===== src/rtl/pll_recfg_seq.sv =====
// PLL reconfiguration sequencer: issues the eight management writes for a new
// M/K/C setting, pulses pll_reset, then waits for the PLL to report lock.
module pll_recfg_seq #(
  parameter int unsigned LOCK_TIMEOUT = 5000000,
  parameter int unsigned WR_TIMEOUT   = 1024,
  parameter int unsigned RST_CYCLES   = 8
) (
  input  logic        CLK_50M,
  input  logic        RESET,
  input  logic        req,
  input  logic [31:0] req_m,
  input  logic [31:0] req_k,
  input  logic [31:0] req_c,
  output logic        busy,
  output logic        done,
  output logic        err,
  output logic [5:0]  mgmt_address,
  output logic [31:0] mgmt_writedata,
  output logic        mgmt_write,
  input  logic        mgmt_waitrequest,
  output logic        pll_reset,
  input  logic        locked
);

  localparam int LW = ($clog2(LOCK_TIMEOUT + 1) < 3) ? 3 : $clog2(LOCK_TIMEOUT + 1);
  localparam int SW = ($clog2(WR_TIMEOUT + 1) < 1) ? 1 : $clog2(WR_TIMEOUT + 1);
  localparam int RW = ($clog2(RST_CYCLES + 1) < 1) ? 1 : $clog2(RST_CYCLES + 1);

  localparam logic [LW-1:0] LOCK_LAST  = LW'(LOCK_TIMEOUT - 1);
  localparam logic [LW-1:0] LOCK_BLIND = LW'(4);
  localparam logic [SW-1:0] STALL_LAST = SW'(WR_TIMEOUT - 1);
  localparam logic [RW-1:0] RST_LAST   = RW'(RST_CYCLES - 1);

  typedef enum logic [2:0] {
    IDLE, WRITE, GAP, PRST, LOCKWAIT, FINISH
  } state_t;

  state_t          state;
  logic [2:0]      idx;
  logic [31:0]     m_q, k_q, c_q;
  logic [SW-1:0]   stall_cnt;
  logic [RW-1:0]   rst_cnt;
  logic [LW-1:0]   lock_cnt;
  logic            lock_meta, lock_s;

  function automatic logic [5:0] wr_addr(input logic [2:0] i);
    case (i)
      3'd0:    wr_addr = 6'd0;
      3'd1:    wr_addr = 6'd4;
      3'd2:    wr_addr = 6'd7;
      3'd3:    wr_addr = 6'd3;
      3'd4:    wr_addr = 6'd5;
      3'd5:    wr_addr = 6'd9;
      3'd6:    wr_addr = 6'd8;
      default: wr_addr = 6'd2;
    endcase
  endfunction

  function automatic logic [31:0] wr_data(input logic [2:0] i, input logic [31:0] m,
                                          input logic [31:0] k, input logic [31:0] c);
    case (i)
      3'd1:    wr_data = m;
      3'd2:    wr_data = k;
      3'd3:    wr_data = 32'h0001_0000;
      3'd4:    wr_data = c;
      3'd5:    wr_data = 32'd1;
      3'd6:    wr_data = 32'd7;
      default: wr_data = 32'd0;
    endcase
  endfunction

  // Outputs are registered and updated on the transition into each state.
  always_ff @(posedge CLK_50M) begin
    if (RESET) begin
      state          <= IDLE;
      idx            <= 3'd0;
      m_q            <= 32'd0;
      k_q            <= 32'd0;
      c_q            <= 32'd0;
      stall_cnt      <= '0;
      rst_cnt        <= '0;
      lock_cnt       <= '0;
      lock_meta      <= 1'b0;
      lock_s         <= 1'b0;
      busy           <= 1'b0;
      done           <= 1'b0;
      err            <= 1'b0;
      mgmt_write     <= 1'b0;
      mgmt_address   <= 6'd0;
      mgmt_writedata <= 32'd0;
      pll_reset      <= 1'b0;
    end else begin
      lock_meta <= locked;
      lock_s    <= lock_meta;
      done      <= 1'b0;
      case (state)
        IDLE: begin
          if (req) begin
            m_q            <= req_m;
            k_q            <= req_k;
            c_q            <= req_c;
            err            <= 1'b0;
            idx            <= 3'd0;
            stall_cnt      <= '0;
            busy           <= 1'b1;
            mgmt_write     <= 1'b1;
            mgmt_address   <= wr_addr(3'd0);
            mgmt_writedata <= wr_data(3'd0, req_m, req_k, req_c);
            state          <= WRITE;
          end
        end
        WRITE: begin
          if (!mgmt_waitrequest) begin
            mgmt_write     <= 1'b0;
            mgmt_address   <= 6'd0;
            mgmt_writedata <= 32'd0;
            state          <= GAP;
          end else if (stall_cnt == STALL_LAST) begin
            err            <= 1'b1;
            done           <= 1'b1;
            mgmt_write     <= 1'b0;
            mgmt_address   <= 6'd0;
            mgmt_writedata <= 32'd0;
            state          <= FINISH;
          end else begin
            stall_cnt <= stall_cnt + 1'b1;
          end
        end
        GAP: begin
          if (idx == 3'd7) begin
            pll_reset <= 1'b1;
            rst_cnt   <= '0;
            state     <= PRST;
          end else begin
            idx            <= idx + 3'd1;
            stall_cnt      <= '0;
            mgmt_write     <= 1'b1;
            mgmt_address   <= wr_addr(idx + 3'd1);
            mgmt_writedata <= wr_data(idx + 3'd1, m_q, k_q, c_q);
            state          <= WRITE;
          end
        end
        PRST: begin
          if (rst_cnt == RST_LAST) begin
            pll_reset <= 1'b0;
            lock_cnt  <= '0;
            state     <= LOCKWAIT;
          end else begin
            rst_cnt <= rst_cnt + 1'b1;
          end
        end
        // The first cycles after reset release are blind so a lock left over
        // from before the reset cannot end the sequence.
        LOCKWAIT: begin
          if (lock_cnt >= LOCK_BLIND && lock_s) begin
            done  <= 1'b1;
            state <= FINISH;
          end else if (lock_cnt == LOCK_LAST) begin
            err   <= 1'b1;
            done  <= 1'b1;
            state <= FINISH;
          end else begin
            lock_cnt <= lock_cnt + 1'b1;
          end
        end
        FINISH: begin
          busy  <= 1'b0;
          state <= IDLE;
        end
        default: state <= IDLE;
      endcase
    end
  end

endmodule


===== config.mk =====
export PLATFORM = sky130hd
export DESIGN_NAME = pll_recfg_seq
export DESIGN_NICKNAME = d
export VERILOG_FILES = /design/src/rtl/pll_recfg_seq.sv
export SDC_FILE = /design/constraint.sdc
export NUM_CORES = 1
export LEC_CHECK = 0
export ABC_CLOCK_PERIOD_IN_PS = 2700
export BUFFER_PORTS_ARGS = -buffer_cell sky130_fd_sc_hd__buf_2
export CORE_MARGIN = 10
export CORE_UTILIZATION = 33
export CTS_BUF_LIST = sky130_fd_sc_hd__clkbuf_16
export DETAILED_ROUTE_END_ITERATION = 16
export HOLD_SLACK_MARGIN = 0.02
export SLEW_MARGIN = 20
export SYNTH_ARGS = -nofsm -noshare
export SYNTH_HDL_FRONTEND = slang
export SYNTH_SLANG_ARGS = --single-unit

===== constraint.sdc =====
create_clock -name CLK_50M -period 2.7 [get_ports CLK_50M]
set_clock_uncertainty 0.15 [all_clocks]
set_input_delay 0 -clock CLK_50M [delete_from_list [all_inputs] [get_ports CLK_50M]]
set_output_delay 0 -clock CLK_50M [all_outputs]
set_load 0.005 [all_outputs]

After elaboration in Yosys (flattened, before gate mapping)
Index checks and enable logic that the tools add are counted.

Add/subtract/negate cells: 4. $mul: 0. Div/mod/pow operators: 0. Order comparisons: 1. Equality and inequality tests: 28. Shift operators: 0. Mux-type cells: 55. Bitwise gates (word level): 0. Reduce and logical (&&, ||, !) cells: 19.

Operator list (number): $pmux 32 s6 (1); $mux 32 (4); $pmux 32 s3 (1); $mux 23 (3); $pmux 23 s2 (1); $mux 11 (4); $pmux 11 s3 (1); $pmux 4 s7 (1); $mux 3 (8); $mux 6 (4); $add 23x1->23 const B (1); $eq 23x23->1 const B (1); $ge 23x3->1 const B (1); $ne 2x2->1 const B (11); $eq 3x3->1 const B (6); $pmux 6 s3 (1); $mux 1 (15); $pmux 3 s5 (1); $eq 3x2->1 const B (4); $reduce_and 4->1 (3); $add 11x1->11 const B (1); $eq 11x10->1 const B (1); $reduce_and 3->1 (3); $mux 4 (2); other kinds (17) (28).

Register bits: 185. Bits in latches: 0. Bits in writable memories: 0. Memory bits (read-only): 0. Bits of input ports: 101. Output and inout bits: 43. Word-level logic and storage cells: 124. Memories: 0.

Depth between registers and ports, before layout
Gate-level depths: netlist (run 1).

Depth in word-level cells: 5. Gate-level depth with buffers: 10. Mapped depth without buffers: 7.

Worst setup path after synthesis (run 1)
No wires, ideal clock.

Path type: reg-to-reg. Start point: register idx[0]. End point: register mgmt_address[3]. Library setup time: 0.070 ns. Arrival time: 2.261 ns. Required time: 2.480 ns. Slack: 0.218 ns. Stages on the path, launching flop included: 9. Period minus slack after synthesis: 2.482 ns. Cells stage by stage: dfxtp_1 ha_1 ha_1 or3b_1 a21o_1 or2_1 buf_6 or4_1 a21oi_1.

Cells in the longest elaborated chain, start to end: 5. Elaborated cells between the ends (all ways): 14. Classes of those cells: add/sub (1); eq/ne (8); mux (3); reduce/logical (2).

Ends and longest elaborated chain: start, declared (RTL line 39) `logic [2:0] idx;`; start signal, assigned (RTL line 135) `idx <= idx + 3'd1;`; $add 3x1->3 (RTL line 138) `mgmt_address <= wr_addr(idx + 3'd1);`; $eq 3x3->1, or another cell as far along (RTL line 47) `case (i)`; $pmux 4 s7 (RTL line 47); $mux 6 (RTL line 130) `if (idx == 3'd7) begin`; $pmux 6 s3 (RTL line 96) `case (state)`; end signal, assigned (RTL line 107) `mgmt_address <= wr_addr(3'd0);`; end signal, assigned (RTL line 138); end, declared (RTL line 17) `output logic [5:0] mgmt_address,`.

Several ways; a longest one is shown, not always the timed one. The select of a mux whose other input is x is not followed. A chain may end at the register's enable or synchronous reset.

Worst setup path after layout (run 1)
Start point: register idx[0]. End point: register mgmt_writedata[4].

Cells in the longest elaborated chain, start to end: 5. Elaborated cells between the ends (all ways): 13. Classes of those cells: add/sub (1); eq/ne (8); mux (3); reduce/logical (1).

Ends and longest elaborated chain: $add 3x1->3 (RTL line 139) `mgmt_writedata <= wr_data(idx + 3'd1, m_q, k_q, c_q);`; $eq 3x3->1, or another cell as far along (RTL line 61) `case (i)`; $pmux 32 s6 (RTL line 61); $mux 32 (RTL line 130); $pmux 32 s3 (RTL line 96); end signal, assigned (RTL line 108) `mgmt_writedata <= wr_data(3'd0, req_m, req_k, req_c);`; end signal, assigned (RTL line 139); end, declared (RTL line 18) `output logic [31:0] mgmt_writedata,`.

Several ways; a longest one is shown, not always the timed one. The select of a mux whose other input is x is not followed.

==> results of run 1 <==
[sequential cells by signal, indices dropped and copies added, names as in the netlist]
signal	flops
mgmt_address	4
lock_s	1
pll_reset	1
lock_cnt	23
lock_meta	1
m_q	32
busy	1
idx	3
k_q	32
done	1
mgmt_writedata	32
state	3
rst_cnt	4
mgmt_write	1
stall_cnt	11
c_q	32
err	1
[power groups by stage]
stage / Combinational (mW) / Clock [mW] / Sequential [mW]
5_1_grt: 2.51 / 2.88 / 3.27
4_1_cts: 2.21 / 2.76 / 3.23
3_3_place_gp: 1.94 / 0 / 3.29
2_1_floorplan: 1.40 / 0 / 3.20
3_5_place_dp: 1.97 / 0 / 3.29
6_report: 2.26 / 2.70 / 3.23
[layer usage]
metal  up-vias  track usage  part of all wire
li1       4016            -                 -
met5         -            0                 0
met3        27       0.0446             0.058
met1      3810        0.209              0.45
met4         0       0.0449             0.013
met2       209        0.276              0.48
[final timing paths]
| path | startpoint | to | slack, ns |
|---|---|---|---|
| max | idx[0]$_SDFFE_PP0P_ | mgmt_writedata[4]$_SDFFE_PP0P_ | 0.15 |
| min | req_m[18] | m_q[18]$_SDFFE_PP0P_ | 0.19 |
| max reg2reg | idx[0]$_SDFFE_PP0P_ | mgmt_writedata[4]$_SDFFE_PP0P_ | 0.15 |
| min reg2reg | lock_meta$_SDFF_PP0_ | lock_s$_SDFF_PP0_ | 0.29 |
[critical path, stage by stage (launching register included)]
cell and delay [ns]:
dfxtp_1 0.36, ha_1 0.24, ha_1 0.20, or3b_1 0.34, a21o_1 0.19, or2_4 0.26
buf_12 0.18, or3_1 0.39, a21oi_1 0.15
[timing repair]
action	4_1_cts	5_1_grt
hold endpoints to repair	122	0
setup endpoints to repair	0	35
buffers inserted	0	1
gates resized for setup	0	3
hold buffers	136	0
[metrics by stage]
step	total power [mW]	area, µm²	worst slack [ns]	util
floorplan	4.60	7940	0.218	-
global placement	5.23	9060	0.144	0.385
detailed placement	5.26	9060	0.0680	0.385
CTS	8.20	11100	0.0512	0.470
global route	8.66	11100	0.00799	0.471
finish	8.20	11100	0.151	0.471
[final cells by class]
type,count,area share
antenna,1,0.000226
clock buffer,17,0.0384
clock inverter,15,0.0196
inverter,12,0.00407
multi-input combinational,718,0.353
sequential,183,0.331
tap,319,0.0360
timing repair buffer,310,0.218
[Yosys cell counts (4+ instances only)]
master     count
nand2_1      258
dfxtp_1      183
a21oi_1      160
clkbuf_1      61
or3_1         41
nor2_1        34
a222oi_1      29
nand3_1       18
o21ai_0       16
or4_1         13
inv_1         12
ha_1          10
nand4_1        9
nor3_1         9
nand2b_1       8
a2111oi_0      7
o31ai_1        7
and3_1         6
mux2i_1        6
nor4_1         6
a21o_1         5
and2_1         5
buf_6          5
nand3b_1       5
o211ai_1       5
buf_1          4
buf_4          4
o41ai_1        4
or2_2          4
[logic make-up after synthesis]
family          synth area share
mux                      0.00899
xor+xnor                 0.00552
other cells             0.000473
simple gates               0.261
compound gates             0.198
buf+inv                   0.0486
fa+ha+maj                 0.0158
flops                      0.462
==> impl_metrics.toml, run 1 <==
[power_and_ir_drop]
power_density_nw_per_um2 = 740
comb_power_share = 0.276
p_sw_frac = 0.357
ir_drop_mv = 0.458
clkPwrFrac = 0.330
intPower_mw = 5.27
p_switching_mw = 2.93
leakagePower_nw = 4.31
seq_power_share = 0.394

[die]
io_pins = 144
dieHeight_um = 175
die_area_um2 = 30600
rows = 56
start_util = 0.337
die_w_um = 175
coreArea_um2 = 23500

[clock_tree]
ctsLongestPathBuffers = 2
cts_sinks = 183
path_clk_slew_ns = 0.09
cts_made_buffers = 17
htree_levels = 4
cts_tree = "yes"
root_buffer = "clkbuf_16"
insertion_delay_ns = 0.44

[place]
hpwl_um = 16300
gp_congestion = 0.853
dp.cells = 1405
portBuffers = 141

[setup_path]
cp.required_ns = 2.92
start_kind = "register"
worstSetupPathType = "register to register"
r2r_cells = 8
critPathCaptureType = "register"
worstPathMaxFanout = 43
crit_arrival_ns = 2.76

[final_layout]
layout_common_cells = "258 x nand2_1, 183 x dfxtp_1, 160 x a21oi_1, 140 x buf_2, 136 x dlygate4sd3_1"
syn_to_final_growth_pct = 39.6
layoutNonFillerInstCount = 1575
fillers = 2314
multi_input_comb_area_um2 = 3910
layout-drive-gt1-share = 0.175
seq_area_um2 = 3660
final_common_cell = "nand2_1"
fin_nets = 1353

[timing]
finalCritPeriodShare = 0.944
fin_hold_ws_ns = 0.189
rsz0062_at_grt = "false"
min_period_ns = 2.55
tightest_slew_ns = 0.743
max_freq_ghz = 0.392
relSlewSlack = 0.504
fin_setup_tns_ns = 0
hold_viol = 0
setup_viol = 0
slew_viol_final = 0

[route]
routed-via-count = 8062
finalWirelength_um = 25700
viasPerCell = 5.12
firstDrtPassIters = 7
drcViolationCount = 0
drt_iter0_markers = 604
wl_per_cell_um = 16.3
ant_nets = 0

[global_route]
grt_max_degree = 99
grt_overflow = 0
grt_util_all_layers = 0.167
grt_pass1_wl_um = 42200
grt_pass1_vias = 8111
antenna_found_initial = 0

[worst_hold_path]
hold_path.class = "input pin to register"
worstHoldPathCells = 4

[yosys]
synthTopCellsByArea = "dfxtp_1 46%, nand2_1 12%, a21oi_1 10%"
synth_area_um2 = 7940
ys_seq_elements = 183
synthFlopType = "dfxtp_1"
async_flop_share = 0
yosysSeqAreaShare = 0.462
synth_cell_types = 62
yosys.area.top_type = "dfxtp_1"
avgSynthCellArea_um2 = 8.03
yosysWarnings = 0
yosysTopAreaCellShare = 0.462
syn_inst = 988
synth_edf_count = 0

[outcome]
status = "finished clean"

[run]
cap_violations = 0
(Power assumes the default switching activity.)
==> inputs of run 2 (changes only) <==
Settings changed: CELL_PAD_IN_SITES_DETAIL_PLACEMENT set to 0, CELL_PAD_IN_SITES_GLOBAL_PLACEMENT set to 1, GPL_TIMING_DRIVEN set to 0, PLACE_DENSITY_LB_ADDON set to 0.1.
==> impl_metrics.toml, run 2 (same netlist as run 1, synthesis figures left out) <==
[timing]
fin_setup_tns_ns = 0
finalCritPeriodShare = 0.956
worst_slack_ns = 0.118
min_period_ns = 2.58
max_freq_ghz = 0.387
setup_viol = 0
hold_viol = 0
relSlewSlack = 0.442
slew_viol_final = 0
rsz0062_at_grt = "false"
tightest_slew_ns = 0.816
fin_hold_ws_ns = 0.184

[die]
rows = 56
start_util = 0.337
io_pins = 144
die_area_um2 = 30600
dieHeight_um = 175
coreArea_um2 = 23500
die_w_um = 175

[setup_path]
critPathSlowestCell = "a2111oi_0"
crit_buf_inv = 1
cp.required_ns = 2.89
path_cells = "buf_4 -> nor3b_4 -> nand3_1 -> a2111oi_0 -> a21oi_1 -> nand2b_1"
worstSetupPathType = "register to register"
start_kind = "register"
critPathCaptureType = "register"
cpPeakStageDelay_ns = 0.73
crit_arrival_ns = 2.77
worstPathMaxFanout = 10
crit_family = "compound AO/OA/AOI/OAI gates"

[route]
ant_nets = 0
wl_per_cell_um = 18.2
routed-via-count = 8021
drt_iter0_markers = 628
firstDrtPassIters = 6
finalWirelength_um = 28800
drcViolationCount = 0
viasPerCell = 5.05

[outcome]
status = "finished clean"

[final_layout]
layout-drive-gt1-share = 0.181
layoutNonFillerInstCount = 1589
design_area_um2 = 10800
fin_nets = 1368
final_common_cell = "nand2_1"
utilization = 0.459
fillers = 2430
diodes = 0
layout_common_cells = "258 x nand2_1, 182 x dfxtp_1, 159 x a21oi_1, 144 x buf_2, 101 x dlygate4sd3_1"
syn_to_final_growth_pct = 36.1

[clock_tree]
htree_levels = 4
root_buffer = "clkbuf_16"
cts_made_buffers = 17
path_clk_slew_ns = 0.08
insertion_delay_ns = 0.44
cts_tree = "yes"
cts_sinks = 183
ctsLongestPathBuffers = 2

[global_route]
grt_overflow = 0
grt_max_degree = 20
grt_pass1_vias = 8059
antenna_found_initial = 0
grt_pass1_wl_um = 45500
grt_util_all_layers = 0.186

[power_and_ir_drop]
finalPower_mw = 8.17
leakagePower_nw = 4.09
ir_drop_mv = 0.357
power_density_nw_per_um2 = 757

[place]
dp.cells = 1449
pre_cts_ws_ns = -0.386
portBuffers = 141
gp_congestion = 0.817
placed_cell_area_um2 = 9050
hpwl_um = 20200

[run]
cap_violations = 0

[worst_hold_path]
hold_path.class = "input pin to register"
## run 2: cell count changes in the layout (fill, tap and decap cells not counted), sizes merged
cell	delta
buf	-11
clkinv	+1
clkinvlp	+2
dlygate4sd3	-35
inv	-4
clkbuf	+61
diode	-1
bufinv	+1
## run 2: final cells by class
| type | count | area [µm²] | area share |
|---|---|---|---|
| Sequential cell | 183 | 3660 | 0.339 |
| Multi-Input combinational cell | 718 | 3940 | 0.365 |
| Clock buffer | 17 | 425 | 0.0394 |
| Timing Repair Buffer | 249 | 1770 | 0.164 |
| Inverter | 12 | 45.0 | 0.00417 |
| Tap cell | 319 | 399 | 0.0370 |
| Clock inverter | 15 | 186 | 0.0173 |
| Buffer | 76 | 368 | 0.0341 |
## run 2: tightest hold or removal path, cell delays in order
cell	delay, ns
dlygate4sd3_1	0.53
buf_2	0.12
nand2_1	0.04
a21oi_1	0.05
## run 2: worst paths after layout
kind | startpoint | end | slack, ns | cells after the start
worst min register to register | mgmt_writedata[10]$_SDFFE_PP0P_ | mgmt_writedata[10]$_SDFFE_PP0P_ | 0.30 | 2
worst min-delay path | req_m[24] | m_q[24]$_SDFFE_PP0P_ | 0.18 | 4
worst max register to register | state[2]$_SDFFE_PP0P_ | lock_cnt[17]$_SDFFE_PP0P_ | 0.12 | 6
worst max-delay path | state[2]$_SDFFE_PP0P_ | lock_cnt[17]$_SDFFE_PP0P_ | 0.12 | 6
## run 2: repair_timing
item | in CTS | in global routing
endpoints found under the hold margin | 103 | 0
gates resized for setup | 15 | 28
endpoints found under the setup margin | 66 | 56
pin swaps | 2 | 2
buffers inserted | 1 | 6
hold buffers | 101 | 0
## run 2: power breakdown
| part | switching [mW] | internal, mW |
|---|---|---|
| logic | 1.54 | 0.829 |
| clock network | 1.27 | 1.34 |
| registers | 0.182 | 3.02 |
## run 2: metal layers
layer	up-vias	track usage	wire length, µm
met2	172	0.315	13900
met5	-	0	0
met3	23	0.0382	1170
met4	0	0.0434	357
met1	3785	0.236	13400
li1	4041	-	-
==> inputs of run 3 (changes only) <==
Settings changed: CORE_ASPECT_RATIO set to 2.
==> impl_metrics.toml, run 3 (same netlist as run 1, synthesis figures left out) <==
[final_layout]
final_common_cell = "nand2_1"
layout_common_cells = "258 x nand2_1, 182 x dfxtp_1, 158 x a21oi_1, 143 x buf_2, 101 x dlygate4sd3_1"
design_area_um2 = 10700
fin_nets = 1361
diodes = 0
layoutNonFillerInstCount = 1548
utilization = 0.448
syn_to_final_growth_pct = 34.5
layout-drive-gt1-share = 0.178

[power_and_ir_drop]
finalPower_mw = 8.02
leakagePower_nw = 4.04
ir_drop_mv = 0.474
power_density_nw_per_um2 = 751

[die]
coreArea_um2 = 23800
start_util = 0.333
die_area_um2 = 31000
die_w_um = 130
dieHeight_um = 239
rows = 80
io_pins = 144

[timing]
rsz0062_at_grt = "false"
relSlewSlack = 0.419
worst_slack_ns = 0.0644
tightest_slew_ns = 0.849
fin_hold_ws_ns = 0.177
fin_setup_tns_ns = 0
setup_viol = 0
min_period_ns = 2.64
slew_viol_final = 0
hold_viol = 0
finalCritPeriodShare = 0.976
max_freq_ghz = 0.379

[place]
portBuffers = 141
placed_cell_area_um2 = 9000
gp_congestion = 0.946
pre_cts_ws_ns = -0.592
hpwl_um = 22800
dp.cells = 1417

[route]
finalWirelength_um = 30600
viasPerCell = 5.28
wl_per_cell_um = 19.8
firstDrtPassIters = 6
ant_nets = 0
drt_iter0_markers = 429
routed-via-count = 8166
drcViolationCount = 0

[clock_tree]
htree_levels = 4
cts_sinks = 183
insertion_delay_ns = 0.45
path_clk_slew_ns = 0.07
cts_made_buffers = 17
ctsLongestPathBuffers = 2
cts_tree = "yes"
root_buffer = "clkbuf_16"

[setup_path]
worstPathMaxFanout = 10
critPathCaptureType = "register"
worstSetupPathType = "register to register"
start_kind = "register"
crit_arrival_ns = 2.86
critPathSlowestCell = "or3b_4"
cpPeakStageDelay_ns = 0.43
crit_top_cell = "buf_6"
reg2reg_slack_ns = 0.06
path_cells = "ha_2 -> ha_4 -> or3b_1 -> a21o_1 -> or2_4 -> buf_6 -> buf_6 -> or3b_4 -> a21oi_2"
cp.required_ns = 2.93

[run]
cap_violations = 0

[global_route]
grt_overflow = 0
grt_util_all_layers = 0.198
grt_max_degree = 20
grt_pass1_vias = 8470
antenna_found_initial = 0
grt_pass1_wl_um = 46600

[worst_hold_path]
hold_path.class = "input pin to register"

[outcome]
status = "finished clean"
-- run 3: changes by cell type in the layout (fill, tap and decap cells not counted), moves of 2 or more --
cell	change
buf_1	-2
buf_4	-5
clkinv_1	+2
clkinv_2	+3
clkinv_8	-4
inv_1	+2
inv_6	-3
inv_8	-4
or3_1	-2
or3_4	+2
-- run 3: repair_timing --
item                                   4_1_cts  5_1_grt
endpoints found under the hold margin      103        0
pin swaps                                    2        2
setup buffers                                2        0
hold buffers                               101        0
setup endpoints to repair                   69       71
resized for setup                           24       22
-- run 3: path summary, 6_finish.rpt --
check | from | end | cells after the start
hold / removal | req_m[18] | m_q[18]$_SDFFE_PP0P_ | 4
setup reg to reg | idx[0]$_SDFFE_PP0P_ | mgmt_writedata[0]$_SDFFE_PP0P_ | 9
setup / recovery | idx[0]$_SDFFE_PP0P_ | mgmt_writedata[0]$_SDFFE_PP0P_ | 9
hold reg to reg | lock_meta$_SDFF_PP0_ | lock_s$_SDFF_PP0_ | 1
-- run 3: critical path, delay by kind of cell (launching register included) --
family	cells	cell delay, ns
flip-flops	1	0.35
AND/OR/NAND/NOR	3	1.03
buffers and inverters	2	0.29
adder cells (fa/ha/maj)	2	0.40
AO/OA/AOI/OAI	2	0.34
-- run 3: power breakdown --
group	switching, mW	internal [mW]
combinational	1.57	0.824
clock	1.09	1.33
sequential	0.184	3.02
-- run 3: final cells by class --
class / count / area, µm²
well taps: 287 / 359
inverters: 12 / 45.0
repair buffers: 244 / 1730
plain buffers: 74 / 359
flip-flops and latches: 183 / 3660
fillers: 2516 / 13200
clock inverters: 13 / 118
clock buffers: 17 / 425
multi-input cells: 718 / 3970
-- run 3: per-layer routing --
layer	vias up	global-route usage	wire, µm
li1	4025	-	-
met1	3917	0.185	10900
met2	181	0.401	18100
met3	43	0.0332	845
met4	0	0.0774	829
met5	-	0	0
